## src/rtl/conv_window_collector.sv

```systemverilog
`timescale 1ns/1ps
// Collects interior convolution results from a raster-ordered stream, drops border windows,
// and buffers survivors in a small FIFO with row/frame tags for the next stage.
module conv_window_collector #(
    parameter int IMG_Width  = 7,
    parameter int IMG_Height = 7,
    parameter int K          = 5,
    parameter int Datawidth  = 8,
    parameter int FIFO_Depth = 4
) (
    input  logic                                  CLK,
    input  logic                                  CLR,
    input  logic [Datawidth-1:0]                  Data_IN,
    input  logic                                  Valid_IN,
    output logic [Datawidth-1:0]                  Data_OUT,
    output logic                                  Valid_OUT,
    input  logic                                  Ready_IN,
    output logic                                  Row_Last,
    output logic                                  Last,
    output logic                                  Frame_Done,
    output logic                                  Overflow,
    output logic [$clog2(FIFO_Depth+1)-1:0]       Count,
    output logic [1:0]                            state_dbg
);

    localparam int COL_W = $clog2(IMG_Width + 1);
    localparam int ROW_W = $clog2(IMG_Height + 1);
    localparam int AW    = $clog2(FIFO_Depth);
    localparam int CNT_W = $clog2(FIFO_Depth + 1);

    localparam logic [COL_W-1:0] COL_MAX  = COL_W'(IMG_Width - 1);
    localparam logic [ROW_W-1:0] ROW_MAX  = ROW_W'(IMG_Height - 1);
    localparam logic [COL_W-1:0] COL_KEEP = COL_W'(K - 1);
    localparam logic [ROW_W-1:0] ROW_KEEP = ROW_W'(K - 1);
    localparam logic [CNT_W-1:0] DEPTH_C  = CNT_W'(FIFO_Depth);

    typedef enum logic [1:0] {
        IDLE    = 2'd0,
        COLLECT = 2'd1,
        FLUSH   = 2'd2
    } state_t;

    state_t state_q, state_d;

    logic [COL_W-1:0]     col_q;
    logic [ROW_W-1:0]     row_q;
    logic [Datawidth-1:0] data_mem [FIFO_Depth];
    logic                 rl_mem   [FIFO_Depth];
    logic                 l_mem    [FIFO_Depth];
    logic [AW-1:0]        wr_ptr_q, rd_ptr_q;
    logic [CNT_W-1:0]     count_q;
    logic                 overflow_q;

    logic at_col_end, at_frame_end, keep;
    logic accept, push, pop, drop, frame_done;

    assign at_col_end   = (col_q == COL_MAX);
    assign at_frame_end = at_col_end && (row_q == ROW_MAX);
    assign keep         = (col_q >= COL_KEEP) && (row_q >= ROW_KEEP);

    // Handshake: a word leaves the FIFO on any edge where Valid_OUT && Ready_IN;
    // Valid_OUT never depends on Ready_IN, and a full FIFO still accepts when it pops.
    assign Valid_OUT = (count_q != '0);
    assign pop       = Valid_OUT && Ready_IN;
    assign push      = accept && keep && ((count_q != DEPTH_C) || pop);
    assign drop      = (accept && keep && !push) || ((state_q == FLUSH) && Valid_IN);

    always_ff @(posedge CLK or negedge CLR) begin
        if (!CLR) begin
            state_q <= IDLE;
        end else begin
            state_q <= state_d;
        end
    end

    always_comb begin
        state_d    = state_q;
        accept     = 1'b0;
        frame_done = 1'b0;
        case (state_q)
            IDLE: begin
                accept = Valid_IN;
                if (Valid_IN) begin
                    state_d = at_frame_end ? FLUSH : COLLECT;
                end
            end
            COLLECT: begin
                accept = Valid_IN;
                if (Valid_IN && at_frame_end) begin
                    state_d = FLUSH;
                end
            end
            FLUSH: begin
                // Stay closed to new input until the last tagged word has left.
                if (count_q == '0) begin
                    frame_done = 1'b1;
                    state_d    = IDLE;
                end
            end
            default: state_d = IDLE;
        endcase
    end

    always_ff @(posedge CLK or negedge CLR) begin
        if (!CLR) begin
            col_q <= '0;
            row_q <= '0;
        end else if (accept) begin
            if (at_col_end) begin
                col_q <= '0;
                row_q <= at_frame_end ? '0 : row_q + ROW_W'(1);
            end else begin
                col_q <= col_q + COL_W'(1);
            end
        end
    end

    always_ff @(posedge CLK or negedge CLR) begin
        if (!CLR) begin
            for (int i = 0; i < FIFO_Depth; i++) begin
                data_mem[i] <= '0;
                rl_mem[i]   <= 1'b0;
                l_mem[i]    <= 1'b0;
            end
            wr_ptr_q <= '0;
            rd_ptr_q <= '0;
            count_q  <= '0;
        end else begin
            if (push) begin
                data_mem[wr_ptr_q] <= Data_IN;
                rl_mem[wr_ptr_q]   <= at_col_end;
                l_mem[wr_ptr_q]    <= at_frame_end;
                wr_ptr_q           <= wr_ptr_q + AW'(1);
            end
            if (pop) begin
                rd_ptr_q <= rd_ptr_q + AW'(1);
            end
            case ({push, pop})
                2'b10:   count_q <= count_q + CNT_W'(1);
                2'b01:   count_q <= count_q - CNT_W'(1);
                default: count_q <= count_q;
            endcase
        end
    end

    always_ff @(posedge CLK or negedge CLR) begin
        if (!CLR) begin
            overflow_q <= 1'b0;
        end else if (drop) begin
            overflow_q <= 1'b1;
        end
    end

    // Tags of a stale slot are masked so they only mean something alongside Valid_OUT.
    assign Data_OUT   = data_mem[rd_ptr_q];
    assign Row_Last   = Valid_OUT && rl_mem[rd_ptr_q];
    assign Last       = Valid_OUT && l_mem[rd_ptr_q];
    assign Frame_Done = frame_done;
    assign Overflow   = overflow_q;
    assign Count      = count_q;
    assign state_dbg  = state_q;

endmodule

```

## config.mk

```make
export PLATFORM = sky130hd
export DESIGN_NAME = conv_window_collector
export DESIGN_NICKNAME = d
export VERILOG_FILES = /design/src/rtl/conv_window_collector.sv
export SDC_FILE = /design/constraint.sdc
export NUM_CORES = 1
export LEC_CHECK = 0
export CAP_MARGIN = 5
export CELL_PAD_IN_SITES_DETAIL_PLACEMENT = 0
export CELL_PAD_IN_SITES_GLOBAL_PLACEMENT = 2
export CORE_UTILIZATION = 30
export CTS_CLUSTER_SIZE = 14
export DETAILED_ROUTE_END_ITERATION = 8
export GPL_TIMING_DRIVEN = 0
export PLACE_DENSITY = 0.63
export SLEW_MARGIN = 40
export SYNTH_ARGS = -nofsm -noshare
export SYNTH_HDL_FRONTEND = slang
export SYNTH_SLANG_ARGS = --single-unit
export TNS_END_PERCENT = 30
```

## constraint.sdc

```tcl
create_clock -name CLK -period 4.35 [get_ports CLK]
set_clock_uncertainty 0.05 [all_clocks]
set_input_delay 0.6525 -clock CLK [delete_from_list [all_inputs] [get_ports CLK]]
set_output_delay 0.6525 -clock CLK [all_outputs]
set_load 0.02 [all_outputs]
```

==> results of run 1 <==
## where the power goes
group	switching [W]	leakage [nW]	total, W	internal (W)
combinational	0.000342	0.727	0.000779	0.000438
sequential	0.000141	0.738	0.000826	0.000685
clock	0.000169	0.0552	0.000340	0.000171
## cell usage after synthesis, drive strengths merged (2+ instances only)
master and instances:
dfrtp 56, mux2 33, o21ai 19, nand2 17
mux4 10, nand3 8, buf 6, ha 6
inv 6, xnor2 6, and2 4, nor2 4
a21oi 3, a31oi 3, a211oi 2, clkbuf 2
nor2b 2, nor3 2, o22ai 2
## sequential cells by signal, indices dropped and copies added, names as in the netlist
| register | cells |
|---|---|
| data_mem | 32 |
| l_mem | 4 |
| rl_mem | 4 |
| Count | 3 |
| col_q | 3 |
| row_q | 3 |
| rd_ptr_q | 2 |
| state_dbg | 2 |
| wr_ptr_q | 2 |
| Overflow | 1 |
## per-stage QoR
stage                     hold slack [ns]  utilization  cell area, um^2  std cells  power, W
after floorplan                     0.307            -             2770        203   0.00136
after global placement              0.410        0.363             3190        340   0.00163
after detailed placement            0.418        0.365             3210        341   0.00163
after CTS                           0.180        0.377             3320        349   0.00198
after global routing                0.188        0.377             3320        349   0.00210
final                               0.178        0.377             3320        349   0.00195
## worst reg2reg max path, stage by stage (launching register included)
cell,delay [ns]
dfrtp_1,0.51
nor3_1,0.30
inv_1,0.20
nand2_1,0.15
nor2_1,0.06
fa_1,0.42
inv_1,0.09
o21ai_0,0.09
a31o_2,0.22
o21ai_0,0.06
## layout make-up
type | count | area [um^2]
Fill cell | 848 | 5490
Timing Repair Buffer | 30 | 308
Clock buffer | 6 | 72.6
Tap cell | 108 | 135
Multi-Input combinational cell | 133 | 1270
Inverter | 6 | 22.5
Sequential cell | 56 | 1400
Clock inverter | 2 | 35.0
Buffer | 8 | 68.8
## cells by family (layout without fill, tap and decap cells)
| logic type | Yosys count | count (layout) | synth area share |
|---|---|---|---|
| xor gates and xnor gates | 6 | 6 | 0.0190 |
| and+or+nand+nor | 44 | 44 | 0.0904 |
| muxes | 43 | 43 | 0.248 |
| buffers and inverters | 14 | 52 | 0.0330 |
| adders and majority gates | 7 | 7 | 0.0344 |
| DFF | 56 | 56 | 0.506 |
| AOI/OAI and AO/OA | 33 | 33 | 0.0687 |
## worst max path at each step
stage | depth (start not counted) | slack [ns] | end
global route | 4 | 1.19 | Row_Last
floorplan | 9 | 2.23 | Count[2]
CTS | 4 | 1.28 | Row_Last
global placement | 1 | 0.60 | data_mem[8]
finish | 4 | 1.34 | Row_Last
detailed placement | 9 | 1.60 | Count[2]
## layer usage
| metal | vias up | wire [um] | GRT usage |
|---|---|---|---|
| met3 | 5 | 195 | 0.0301 |
| met1 | 795 | 2610 | 0.178 |
| met4 | 0 | 87 | 0.0490 |
| li1 | 805 | - | - |
| met5 | - | 0 | 0 |
| met2 | 34 | 2540 | 0.194 |
==> results.tsv, run 1 <==
stage	metric	value	unit
run_status	status	finished, violations left	
run_status	violations	DRC	
logic_synthesis	syn_area	2770	um^2
die	ios	30	
clocking	cts_hold_buf	0	
routing	finalWirelength	5430	um
die	die-area	9610	um^2
clocking	cts.htree.levels	2	
critical_path	crit_start	rd_ptr_q[1]	
timing	worstMarginPinSlew	0.678	ns
timing	drv_slew	0	
pwr	peakVddDrop	234	uV
routing	drcViolationCount	3	
routing	viasPerCell	4.70	
grt	gr-total-overflow	0	
place	place.gp.congestion	0.650	
logic_synthesis	postSynthCellCount	203	
critical_path	worst_r2r_path_depth	9	
cells_and_area	final_cell_mix	dfrtp_1, clkdlybuf4s50_1, mux2_4	
logic_synthesis	synth_top_area_cell	dfrtp_1	
critical_path	crit_family	buffers and inverters	
logic_synthesis	avgSynthCellArea	13.6	um^2
timing	fmax	332	MHz
grt	antenna_found_initial	0	
clocking	cts-buffers-inserted	5	
logic_synthesis	synthDominantCellAreaShare	0.506	
clocking	cts_setup_buffers	0	
critical_path	rrSetupSlack	2.13	ns
critical_path	critPathCaptureType	primary output	
place	hpwlAfterDp	3660	um
grt	grt_pass1_wl	9380	um
critical_path	criticalPathCategory	flop to primary output	
critical_path	regToRegStartpoint	Count[0]	
critical_path	required	3.65	ns
logic_synthesis	ys_ff_latch	56	
critical_path	r2r-end	Count[2]	
timing	setup_viol	0	
clocking	tritoncts	done	
timing	final-hold-violation-count	0	
critical_path	arrival	2.31	ns
grt	grtUsageTotal	0.128	
timing	rsz0062_at_grt	no	
cells_and_area	syn2layout_area_growth	19.9	%
cells_and_area	layout-drive-gt1-share	0.274	
pwr	power.density	586	nW/um^2
clocking	clock_path_buffers	2	
routing	first_pass_iters	6	
timing	worst_slew_margin_rel	0.548	
die	start_util	0.314	
critical_path	path_max_fanout	10	
place	port_buffers	29	
logic_synthesis	synth.distinct_cells	35	
critical_path	start_kind	flop	
clocking	clk_pin_slew_worst_paths	0.10	ns
timing	setup_ws	1.34	ns
critical_path	max_stage_delay	0.54	ns
routing	ant_nets	0	
cells_and_area	antenna_cells	0	
routing	drt-wirelength-per-cell	15.6	um
grt	grt_pass1_vias	1741	
critical_path	path_cells	clkbuf_1 -> mux4_2 -> and2_1 -> clkdlybuf4s50_1	
timing	fin_crit	3.01	ns
clocking	clock_latency	0.31	ns
critical_path	worst_path_max_delay_cell	clkdlybuf4s50_1	
clocking	cts.sinks	56	
die	die_h	98.1	um
logic_synthesis	synth_edf_count	0	
run	drv_cap	0	
cells_and_area	final_common_cell	dfrtp_1	
die	design.core.area	8810	um^2
critical_path	cp_num_buf_inv	2	
die	num_rows	34	
clocking	ctsResizeCount	0	
clocking	root_buffer	clkbuf_8	
logic_synthesis	synth_flop_cell	dfrtp_1	
timing	fin_tns_setup	0	ns
die	die_x	98.1	um
logic_synthesis	synth_area_leaders	dfrtp_1, mux2_4, mux4_2, mux2_2, o21ai_0	
pwr	power.leakage	1.52	nW
cells_and_area	final_nets	259	
routing	drt_iter0_drc	54	
routing	vias	1639	
min_path	hold_path.class	input port to asynchronous set/reset pin	
logic_synthesis	synth-async-reset-ratio	1.00	
logic_synthesis	synthesis.nets	222	
place	pre_cts_ws	1.60	ns
timing	final.period_utilization	0.693	
logic_synthesis	ys_seq_area_frac	0.506	
logic_synthesis	yosysWarningCount	0	
grt	grt_max_degree	36	
Note: power is estimated with default switching activity, not from simulation.
==> inputs of run 2 (changes only) <==
==> constraint.sdc (replaced) <==
create_clock -name CLK -period 3.15 [get_ports CLK]
set_clock_uncertainty 0.05 [all_clocks]
set_input_delay 0.4725 -clock CLK [delete_from_list [all_inputs] [get_ports CLK]]
set_output_delay 0.4725 -clock CLK [all_outputs]
set_load 0.02 [all_outputs]
==> results of run 2 <==
The final DEF is identical to that of run 1. Status: finished, violations left: DRC, hold timing.
Main changes from that run: setup slack after placement 1.60 ns -> 0.579 ns; setup slack after layout 1.34 ns -> 0.316 ns; hold slack 0.178 ns -> -0.00165 ns; number of hold violations in the final report 0 -> 1; register-to-register setup slack 2.13 ns -> 0.93 ns; total power 0.00195 W -> 0.00269 W; worst IR drop on VDD 234 uV -> 323 uV
==> inputs of run 3 (changes only) <==
==> constraint.sdc (replaced) <==
create_clock -name CLK -period 3.15 [get_ports CLK]
set_clock_uncertainty 0.05 [all_clocks]
set_input_delay 0.63 -clock CLK [delete_from_list [all_inputs] [get_ports CLK]]
set_output_delay 0.63 -clock CLK [all_outputs]
set_load 0.02 [all_outputs]
==> results of run 3 <==
The final DEF is identical to that of run 1. Status: finished, violations left: DRC.
Main changes from that run: setup slack after placement 1.60 ns -> 0.422 ns; setup slack after layout 1.34 ns -> 0.159 ns; hold slack 0.178 ns -> 0.156 ns; register-to-register setup slack 2.13 ns -> 0.93 ns; total power 0.00195 W -> 0.00269 W; worst IR drop on VDD 234 uV -> 323 uV
